==> src/rtl/wb_arbiter.sv <==
`default_nettype none
// ============================================================================
// Module   : wb_arbiter
// Brief    : Writeback merge stage in front of the register file write port.
//            Arbitrates the in-order pipeline writeback against long-latency
//            results (load/mul/div), buffers the latter in a small FIFO, drives
//            a registered write port and publishes a pending-destination mask.
// Options  : WB_STARVE_CNT_EN - adds a 32-bit counter of pipe_stall cycles.
// Revision : 1.0 - initial release
// ============================================================================
module wb_arbiter #(
    parameter int DATA_W     = 32,
    parameter int RF_NUM     = 32,
    parameter int DEPTH      = 2,
    parameter int STARVE_LIM = 4
) (
    input  logic                      clk,
    input  logic                      reset,
    input  logic                      pipe_valid,
    input  logic [$clog2(RF_NUM)-1:0] pipe_rd,
    input  logic [DATA_W-1:0]         pipe_data,
    output logic                      pipe_stall,
    input  logic                      lsu_valid,
    output logic                      lsu_ready,
    input  logic [$clog2(RF_NUM)-1:0] lsu_rd,
    input  logic [DATA_W-1:0]         lsu_data,
    output logic [RF_NUM-1:0]         busy_mask,
    output logic                      regWriteEn,
    output logic [$clog2(RF_NUM)-1:0] rd_out,
    output logic [DATA_W-1:0]         regWriteData
`ifdef WB_STARVE_CNT_EN
    ,
    output logic [31:0]               starve_events
`endif
);

    localparam int c_RD_W  = $clog2(RF_NUM);
    localparam int c_PTR_W = (DEPTH > 1) ? $clog2(DEPTH) : 1;
    localparam int c_CNT_W = $clog2(DEPTH + 1);
    localparam int c_SC_W  = (STARVE_LIM > 0) ? $clog2(STARVE_LIM + 1) : 1;

    localparam logic [c_CNT_W-1:0] c_DEPTH      = c_CNT_W'(DEPTH);
    localparam logic [c_SC_W-1:0]  c_STARVE_LIM = c_SC_W'(STARVE_LIM);
    localparam logic [c_PTR_W-1:0] c_LAST_PTR   = c_PTR_W'(DEPTH - 1);

    // FIFO storage and bookkeeping
    logic [c_RD_W-1:0]  r_fifo_rd   [DEPTH];
    logic [DATA_W-1:0]  r_fifo_data [DEPTH];
    logic [DEPTH-1:0]   r_valid;
    logic [c_PTR_W-1:0] r_rd_ptr;
    logic [c_PTR_W-1:0] r_wr_ptr;
    logic [c_CNT_W-1:0] r_count;
    logic [c_SC_W-1:0]  r_starve_cnt;

    // Arbitration wires
    logic               w_empty;
    logic               w_full;
    logic               w_lsu_xfer;
    logic               w_starved;
    logic               w_sel_fifo;
    logic               w_sel_pipe;
    logic               w_sel_byp;
    logic               w_win_valid;
    logic [c_RD_W-1:0]  w_win_rd;
    logic [DATA_W-1:0]  w_win_data;
    logic               w_push;
    logic               w_pop;
    logic [c_SC_W-1:0]  w_starve_nxt;

    function automatic logic [c_PTR_W-1:0] ptr_inc(input logic [c_PTR_W-1:0] p);
        return (p == c_LAST_PTR) ? '0 : p + c_PTR_W'(1);
    endfunction

    assign w_empty    = (r_count == '0);
    assign w_full     = (r_count == c_DEPTH);
    assign lsu_ready  = ~w_full;
    assign w_lsu_xfer = lsu_valid & lsu_ready;

    // The FIFO head is forced out once it has lost enough consecutive rounds.
    assign w_starved  = (r_starve_cnt == c_STARVE_LIM) & ~w_empty;
    assign pipe_stall = w_starved;

    // Priority winner select: starved head, pipe, head, lsu bypass, idle.
    always_comb begin
        w_sel_fifo = 1'b0;
        w_sel_pipe = 1'b0;
        w_sel_byp  = 1'b0;
        w_win_rd   = '0;
        w_win_data = '0;
        if (w_starved) begin
            w_sel_fifo = 1'b1;
            w_win_rd   = r_fifo_rd[r_rd_ptr];
            w_win_data = r_fifo_data[r_rd_ptr];
        end else if (pipe_valid) begin
            w_sel_pipe = 1'b1;
            w_win_rd   = pipe_rd;
            w_win_data = pipe_data;
        end else if (!w_empty) begin
            w_sel_fifo = 1'b1;
            w_win_rd   = r_fifo_rd[r_rd_ptr];
            w_win_data = r_fifo_data[r_rd_ptr];
        end else if (w_lsu_xfer) begin
            w_sel_byp  = 1'b1;
            w_win_rd   = lsu_rd;
            w_win_data = lsu_data;
        end
    end

    assign w_win_valid = w_sel_fifo | w_sel_pipe | w_sel_byp;
    assign w_pop       = w_sel_fifo;
    // Results for x0 are swallowed here so they never occupy a slot.
    assign w_push      = w_lsu_xfer & ~w_sel_byp & (lsu_rd != '0);

    // Starvation counter: counts rounds the non-empty FIFO loses to the pipe.
    always_comb begin
        w_starve_nxt = r_starve_cnt;
        if (w_empty || w_pop) begin
            w_starve_nxt = '0;
        end else if (w_sel_pipe && (r_starve_cnt != c_STARVE_LIM)) begin
            w_starve_nxt = r_starve_cnt + c_SC_W'(1);
        end
    end

    // FIFO control state: pointers, occupancy, per-slot valid and starvation.
    always_ff @(posedge clk or negedge reset) begin
        if (!reset) begin
            r_valid      <= '0;
            r_rd_ptr     <= '0;
            r_wr_ptr     <= '0;
            r_count      <= '0;
            r_starve_cnt <= '0;
        end else begin
            r_starve_cnt <= w_starve_nxt;
            if (w_pop) begin
                r_valid[r_rd_ptr] <= 1'b0;
                r_rd_ptr          <= ptr_inc(r_rd_ptr);
            end
            if (w_push) begin
                r_valid[r_wr_ptr] <= 1'b1;
                r_wr_ptr          <= ptr_inc(r_wr_ptr);
            end
            case ({w_push, w_pop})
                2'b10:   r_count <= r_count + c_CNT_W'(1);
                2'b01:   r_count <= r_count - c_CNT_W'(1);
                default: r_count <= r_count;
            endcase
        end
    end

    // FIFO payload; slot contents are qualified by r_valid so no reset needed.
    always_ff @(posedge clk) begin
        if (w_push) begin
            r_fifo_rd[r_wr_ptr]   <= lsu_rd;
            r_fifo_data[r_wr_ptr] <= lsu_data;
        end
    end

    // Pending-destination mask over occupied slots; x0 is never reported.
    always_comb begin
        busy_mask = '0;
        for (int i = 0; i < DEPTH; i++) begin
            if (r_valid[i]) begin
                busy_mask[r_fifo_rd[i]] = 1'b1;
            end
        end
        busy_mask[0] = 1'b0;
    end

    // Registered register-file write port; one cycle after arbitration.
    always_ff @(posedge clk or negedge reset) begin
        if (!reset) begin
            regWriteEn   <= 1'b0;
            rd_out       <= '0;
            regWriteData <= '0;
        end else begin
            regWriteEn <= w_win_valid & (w_win_rd != '0);
            if (w_win_valid) begin
                rd_out       <= w_win_rd;
                regWriteData <= w_win_data;
            end
        end
    end

`ifdef WB_STARVE_CNT_EN
    // Free-running count of cycles in which the pipe was held off.
    always_ff @(posedge clk or negedge reset) begin
        if (!reset) begin
            starve_events <= '0;
        end else if (pipe_stall) begin
            starve_events <= starve_events + 32'd1;
        end
    end
`endif

endmodule
`default_nettype wire

==> config.mk <==
export PLATFORM = sky130hd
export DESIGN_NAME = wb_arbiter
export DESIGN_NICKNAME = d
export VERILOG_FILES = /design/src/rtl/wb_arbiter.sv
export SDC_FILE = /design/constraint.sdc
export NUM_CORES = 1
export LEC_CHECK = 0
export BUFFER_PORTS_ARGS = -buffer_cell sky130_fd_sc_hd__clkbuf_2
export CELL_PAD_IN_SITES_DETAIL_PLACEMENT = 0
export CELL_PAD_IN_SITES_GLOBAL_PLACEMENT = 1
export CORE_MARGIN = 2
export CORE_UTILIZATION = 42
export DETAILED_ROUTE_END_ITERATION = 10
export PLACE_DENSITY = 0.83
export SLEW_MARGIN = 20
export SYNTH_ARGS = -nofsm -noshare
export SYNTH_HDL_FRONTEND = slang
export SYNTH_SLANG_ARGS = --single-unit
export TNS_END_PERCENT = 1
==> constraint.sdc <==
create_clock -name clk -period 3.45 [get_ports clk]
set_clock_uncertainty 0.15 [all_clocks]
set_input_delay 0.5175 -clock clk [delete_from_list [all_inputs] [get_ports clk]]
set_output_delay 0.5175 -clock clk [all_outputs]
set_load 0.01 [all_outputs]
# After elaboration in Yosys (flattened, before gate mapping)
# Memory sizes are Yosys's and may differ from the RTL's.
# Index checks and enable logic that the tools add are counted.
# W data, S select, Z words.
# op_classes
n_addsub,5
eq_ne,5
n_mux,36
bitwise,14
n_lt_le_gt_ge,8
n_reduce_logical,11
# op_table
cell,count
$mux W32,6
$or A32 B32 Y32,1
$mux W5,4
$mux W1,17
$lt A5 B6 Y1 const B,2
$demux W1 S5,2
$ge A5 B1 Y1 const B,2
$reduce_bool A5 Y1,2
$mux W3,2
$and A1 B1 Y1,5
$logic_and A1 B1 Y1,5
$eq A2 B2 Y1 const B,2
$lt A1 B2 Y1 const B,2
$mux W2,2
$pmux W2 S2,1
$reduce_bool A2 Y1,2
$add A3 B1 Y3 const B,1
$eq A3 B3 Y1 const B,1
$ne A3 B3 Y1 const B,1
$not A1 Y1,3
$add A1 B1 Y1 const B,2
$add A2 B1 Y2 const B,1
$and A2 B2 Y2,1
$demux W1 S1,2
8 further kinds,10
# totals
elab_cells,89
mem_bits_rw,74
input_bits,78
reg_bits,47
memories,2
output_inout_bits,72
# mem_list
name,depth,width,rd,rd_clocked_by_memory_dff,write_ports,line,text
r_fifo_data,2,32,1,0,1,48,logic [DATA_W-1:0] r_fifo_data [DEPTH];
r_fifo_rd,2,5,3,0,1,47,logic [c_RD_W-1:0] r_fifo_rd [DEPTH];

# Depth between registers and ports, before layout
# Gate-level depths: netlist of run 1.
# depth
ltp_word,12
ltp_mapped,10
depth_no_buf,10

# Least setup slack after synthesis of run 1
# OpenSTA, ideal clock, no wires.
# synth_path
kind,input to register
start,input pipe_valid
end,"memory r_fifo_data[1][0], enable pin"
path_stages,4
path_slack_ps,106
required_time_ps,2867
arrival_ps,2761
path_buffers,1
setup_time_ps,433
cell_sequence,clkbuf_1 -> nor2b_1 -> o221ai_1 -> nor2_1
# synth_between
elab_chain_len,7
# synth_rtl
element,line,text
"start, declared",19,"input logic pipe_valid,"
$mux W1,94,end else if (pipe_valid) begin
$mux W1,90,if (w_starved) begin
$not A1 Y1,112,assign w_push = w_lsu_xfer & ~w_sel_byp & (lsu_rd != '0);
$and A1 B1 Y1 (2 in series),112,
$mux W1,152,if (w_push) begin
$mux W1 (implied by the code),154,r_fifo_data[r_wr_ptr] <= lsu_data;
"end, declared",48,
# No other way between the ends.

# Worst setup path after layout of run 1
# layout_path
start,register r_count[0]
end,register regWriteEn
# layout_between
word_cells_on_any_way,22
cone_classes,1 x eq/ne; 12 x mux; 7 x bitwise; 2 x reduce/logical
# layout_rtl
element,line,text
"start, declared",52,logic [c_CNT_W-1:0] r_count;
"start signal, assigned",143,2'b10: r_count <= r_count + c_CNT_W'(1);
"start signal, assigned",144,2'b01: r_count <= r_count - c_CNT_W'(1);
"start signal, assigned",145,default: r_count <= r_count;
$logic_not A2 Y1 *,74,assign w_empty = (r_count == '0);
$mux W1 or $not A1 Y1 (tied branches),"98, 80",
$mux W1 or $and A1 B1 Y1 (tied branches),"94, 80",
$mux W1 *,90,
net w_pop,67,logic w_pop;
$or A1 B1 Y1 * (2 in series),109,assign w_win_valid = w_sel_fifo | w_sel_pipe | w_sel_byp;
$and A1 B1 Y1 *,176,regWriteEn <= w_win_valid & (w_win_rd != '0);
"end signal, assigned",176,
"end, declared",28,"output logic regWriteEn,"
# The timed path passes the listed nets; every way through them passes the cells marked *.
# A chain may end at the register's enable or synchronous reset.

==> metrics.cfg, run 1 <==
[outcome]
run_status=completed

[power]
p_int_mw=3.90
pwr_density_cell_nw_per_um2=795
power.total_mw=5.70
combPwrFrac_pct=28.8
p_leak_nw=2.88
irDropWorstVdd_v=0.000429
p_seq_share_pct=39.5
clkPwrFrac_pct=31.7
p_switching_mw=1.81
switching_share_pct=31.7

[yosys]
yosysWarnings=0
synth-seq-cells=121
synth_edf_count=74
synth.most_common_cell=edfxtp_1
synth_nets=485
syn_area_per_cell_um2=14.0
netlist_instances=404
synth_area_um2=5670
synthFlopType=edfxtp_1
synth-async-reset-ratio_pct=38.8
ys_seq_area_share_pct=59.9
synth_area_leaders=edfxtp_1, dfrtp_1, a22oi_2
yosysUniqueCellTypes=44
yosysTopAreaCell=edfxtp_1
synth_top_area_share_pct=39.2
synth_common_cells=edfxtp_1, dfrtp_1, mux2i_1

[detailed_routing]
drtIter0Drc=285
ant_nets=0
num_vias=4210
drt_wl_total_um=14000
dr.pass1.iters=5
drcViolationCount=0
vias_per_cell=5.71
wl_per_cell_um=19.0

[placed_design]
place_congestion=0.808
dp_hpwl_um=9330
portBuffers=148
placed_cell_area_um2=6500

[finish]
finish.instance_area_um2=7180
diodes=0
final_util_pct=54.2
drive_gt1_share_pct=42.1
area_growth_pct=26.5
nNetsFinal=629

[floorplanning]
core-area_um2=13200
die_x_um=120
dieArea_um2=14500
io_pins=150
initial_core_util_pct=42.8
row_count=42
die_height_um=120

[critical_path]
cpPeakStageDelay_ns=0.46
critPathMaxFanout=35
slowest_stage=dfrtp_1
path_common_cell=or2_1
path_cells=or2_1, nand2_4, inv_2, a222oi_1, nand4_1, or2_1
critPathArrivalTime_ns=2.69
critical_path_class=flip-flop to flip-flop
required_ns=3.59
startpoint_type=flip-flop
end_kind=flip-flop

[clock_tree]
holdBufCountCts=1
clk_latency_ns=0.41
cts_buffers=17
cts.repair.resized=0
cts_root_buf=clkbuf_16
cts.clk_slew.worst_paths_ns=0.05
htreeDepth=4
clockBufferDepth=2
cts.sink_count=121
cts_tree=done
post_cts_buffers=0

[grt]
antenna_found_initial=0
grt_max_degree=65
first_global_vias=4161
grt_pass1_wl_um=22200
overflow=0
grt_usage_pct=20.1

[flow_run]
maxCapViolations=0

[sta]
slew_headroom_pct=46.2
setup_viol=0
finalSetupTns_ns=0
max_clock_freq_mhz=393
period_share_pct=73.8
drv_slew=0
rsz0062_at_grt=no
finalHoldViolCount=0
period_needed_ns=2.55
tightest_slew_ns=0.807

[min_path]
hp-class=primary input to flip-flop

placed cells by master (no fill, tap or decap), types with 6 or more instances in the layout:
cell type,netlist,routed
clkbuf_2,0,148
a22oi_2,30,30
or3b_2,6,6
nor2_1,8,6
dfrtp_1,47,46
clkbuf_16,0,17
edfxtp_1,74,74
o21a_1,32,32
o221ai_1,28,28
nand3b_1,10,10
buf_4,2,7
o22ai_1,32,32
nand2_1,15,15
mux2i_1,35,35
logic make-up (layout without fill, tap and decap cells):
group	Yosys count	after routing	share of synthesized area, %
AO/OA/AOI/OAI	140	140	21.8
flip-flops	121	121	59.9
AND/OR/NAND/NOR	59	59	6.24
multiplexers	38	38	6.77
buffers and inverters	37	194	3.77
XOR/XNOR	5	5	0.772
adder cells (fa/ha/maj)	3	3	0.662
other	1	1	0.0661
registers in the layout, indices dropped and copies added, names as in the netlist:
name	flops
r_fifo_data	64
regWriteData	32
r_fifo_rd	10
rd_out	5
r_starve_cnt	3
r_count	2
r_valid	2
r_rd_ptr	1
r_wr_ptr	1
regWriteEn	1
worst max-delay path: cells and delay by family (launching register included):
family | cells | cell delay [ns]
flip-flops | 1 | 0.46
AND/OR/NAND/NOR | 4 | 1.19
AO/OA/AOI/OAI | 1 | 0.46
buffers and inverters | 1 | 0.17
path summary, 6_finish.rpt:
path                                 startpoint                 to  slack [ns]  cells past startpoint
worst max-delay path                 r_count[0]         regWriteEn        0.90                      6
worst min-delay path                lsu_data[9]  r_fifo_data[1][9]        0.16                      1
worst max register to register       r_count[0]         regWriteEn        0.90                      6
worst min register to register  r_starve_cnt[0]    r_starve_cnt[0]        0.31                      1
max in group asynchronous                 reset         regWriteEn        1.83                      3
min in group asynchronous                 reset    regWriteData[7]        0.53                      2
cell type report:
cell class / instances / area (µm²)
flip-flops and latches: 121 / 3400
clock buffers: 19 / 433
well taps: 176 / 220
inverters: 4 / 15.0
multi-input cells: 246 / 2080
repair buffers: 158 / 851
fillers: 1132 / 6070
clock inverters: 13 / 178
metrics by stage:
step	setup slack (ns)	hold slack, ns	cells
5_1_grt	0.698	0.158	737
3_3_place_gp	0.715	0.302	702
3_5_place_dp	0.609	0.308	702
4_1_cts	0.823	0.147	735
2_1_floorplan	0.106	0.0719	404
6_report	0.903	0.163	737
power by group through the flow:
stage / clock [mW] / sequential (mW) / combinational, mW
floorplan: 0 / 2.27 / 1.07
global placement: 0 / 2.26 / 1.57
detailed placement: 0 / 2.28 / 1.62
CTS: 1.84 / 2.26 / 1.62
global route: 1.91 / 2.30 / 1.80
finish: 1.81 / 2.25 / 1.64
routing by layer:
layer  global-route usage, %  share of wire (%)  up-vias
met1                    26.0                 43     2095
met2                    32.5                 48      176
met4                    8.14                1.9        0
li1                        -                  -     1917
met5                       0                  0        -
met3                    5.38                6.8       22
Power figures use the tool's default switching activity.
==> run 2: changes to the inputs <==
==> constraint.sdc (replaced) <==
create_clock -name clk -period 2.5 [get_ports clk]
set_clock_uncertainty 0.15 [all_clocks]
set_input_delay 0.375 -clock clk [delete_from_list [all_inputs] [get_ports clk]]
set_output_delay 0.375 -clock clk [all_outputs]
set_load 0.01 [all_outputs]
==> run 2 against run 1 <==
Net effect:
- worst setup slack got worse by 0.80 ns
- combinational power increased by 43%
- final cell count increased by 0.68%
- critical path type is now flip-flop to primary output
- critical endpoint is now busy_mask[4]
- largest power group unchanged
==> metrics.cfg, run 2 (synthesis gave the netlist of run 1 again) <==
[sta]
period_needed_ns=2.40
rsz0062_at_grt=no  ; unchanged
finalHoldViolCount=0  ; unchanged
setup_viol=0  ; unchanged
tightest_slew_ns=0.695  ; was 0.807 ns
period_share_pct=95.8
max_clock_freq_mhz=418
layout_setup_ws_ns=0.105  ; was 0.903 ns
drv_slew=0  ; unchanged
whs_ns=0.0413  ; was 0.163 ns
slew_headroom_pct=53.7  ; was 46.2%

[floorplanning]
io_pins=150  ; unchanged
die_height_um=120  ; unchanged
dieArea_um2=14500  ; unchanged
row_count=42  ; unchanged
core-area_um2=13200  ; unchanged
initial_core_util_pct=42.8  ; unchanged
die_x_um=120  ; unchanged

[finish]
drive_gt1_share_pct=42.2  ; was 42.1%
regArea_um2=3400  ; unchanged
top_regs=r_fifo_data x64, regWriteData x32, r_fifo_rd x10  ; unchanged
layout_commonest_cell=clkbuf_2  ; unchanged
nNetsFinal=634  ; was 629
multiInputGateArea_um2=2080  ; about the same
fillers=1152  ; was 1132
largest_register_ffs=64  ; unchanged
area_growth_pct=26.8  ; was 26.5%
diodes=0  ; unchanged
layout_common_cells=clkbuf_2, edfxtp_1, dfrtp_1  ; unchanged
largest_register=r_fifo_data  ; unchanged

[critical_path]
end_kind=primary output  ; was flip-flop
critPathMaxFanout=9  ; was 35
startpoint_type=flip-flop  ; unchanged
critical_path_class=flip-flop to primary output  ; was flip-flop to flip-flop
critPathArrivalTime_ns=1.87  ; was 2.69 ns
required_ns=1.98  ; was 3.59 ns

[power]
pwr_density_cell_nw_per_um2=1080  ; was 795 nW/µm²
irDropWorstVdd_v=0.000520  ; was 0.000429 V
p_leak_nw=2.90  ; was 2.88 nW

[placed_design]
preCtsSetupSlack_ns=0.108  ; was 0.609 ns
portBuffers=148  ; unchanged
place_congestion=0.787  ; was 0.808
dp_hpwl_um=9400  ; was 9330 µm

[grt]
grt_max_degree=39  ; was 65
antenna_found_initial=0  ; unchanged
grt_usage_pct=19.4  ; was 20.1%
overflow=0  ; unchanged
grt_pass1_wl_um=21600  ; was 22200 µm
first_global_vias=4170  ; was 4161

[clock_tree]
clk_latency_ns=0.40  ; was 0.41 ns
cts_tree=done  ; unchanged
clockBufferDepth=2  ; unchanged
htreeDepth=4  ; unchanged
cts_buffers=17  ; unchanged
post_cts_buffers=0  ; unchanged
cts_root_buf=clkbuf_16  ; unchanged
cts.sink_count=121  ; unchanged
cts.clk_slew.worst_paths_ns=0.05  ; about the same

[outcome]
run_status=completed  ; unchanged

[detailed_routing]
drcViolationCount=0  ; unchanged
drt_wl_total_um=13800  ; was 14000 µm
dr.pass1.iters=5  ; unchanged
ant_nets=0  ; unchanged
drtIter0Drc=276  ; was 285
vias_per_cell=5.67  ; was 5.71
num_vias=4205  ; was 4210
wl_per_cell_um=18.6  ; was 19.0 µm

[flow_run]
maxCapViolations=0  ; unchanged

[min_path]
hp-class=primary input to flip-flop  ; unchanged

-- run 2: repair_timing --
action / in CTS / in global routing
hold buffers: 1 / 0
hold endpoints to repair: 24 / 0
setup endpoints to repair: 0 / 1
resized for setup: 0 / 1
-- run 2: cell type report --
| cell class | instances | share of cell area, % |
|---|---|---|
| Inverter | 4 | 0.209 |
| Clock inverter | 10 | 1.74 |
| Sequential cell | 121 | 47.3 |
| Timing Repair Buffer | 163 | 12.5 |
| Multi-Input combinational cell | 246 | 28.9 |
| Tap cell | 176 | 3.06 |
| Clock buffer | 22 | 6.32 |
-- run 2: final timing paths --
kind / start / endpoint / slack [ns] / cells past startpoint
setup / recovery: r_fifo_rd[0][3] / busy_mask[4] / 0.10 / 3
hold / removal: lsu_data[4] / r_fifo_data[0][4] / 0.04 / 1
setup reg to reg: r_count[1] / regWriteData[27] / 0.30 / 6
hold reg to reg: r_starve_cnt[0] / r_starve_cnt[0] / 0.33 / 1
max in group asynchronous: reset / regWriteData[5] / 1.02 / 3
min in group asynchronous: reset / regWriteData[17] / 0.39 / 2
-- run 2: through the flow --
stage          setup TNS, ns  power (mW)  instances  util [%]  instance area, µm²
2_1_floorplan          -7.24        4.60        404         -                5680
3_3_place_gp               0        5.31        707      49.4                6540
3_5_place_dp               0        5.40        707      49.4                6540
4_1_cts                    0        7.80        740      53.9                7130
5_1_grt                    0        8.20        742      54.3                7190
6_report                   0        7.79        742      54.3                7190
-- run 2: worst max-delay path, stage by stage (launching register included) --
cell and delay [ns]:
edfxtp_1 0.50, or3b_2 0.56, o22ai_1 0.23, clkbuf_2 0.17
-- run 2: layer usage --
metal,part of all wire [%],wire length (µm),track usage [%],up-vias
li1,-,-,-,1933
met1,42,5780,24.1,2109
met2,51,7010,33.4,155
met3,6.5,895,5.61,8
met4,0.70,97,4.94,0
met5,0,0,0,-
-- run 2: power breakdown --
group          switching, mW  internal [mW]  total, mW  leakage (nW)
registers              0.330           2.74       3.07          1.25
clock network          0.804           1.58       2.38         0.283
logic                   1.32           1.02       2.34          1.37
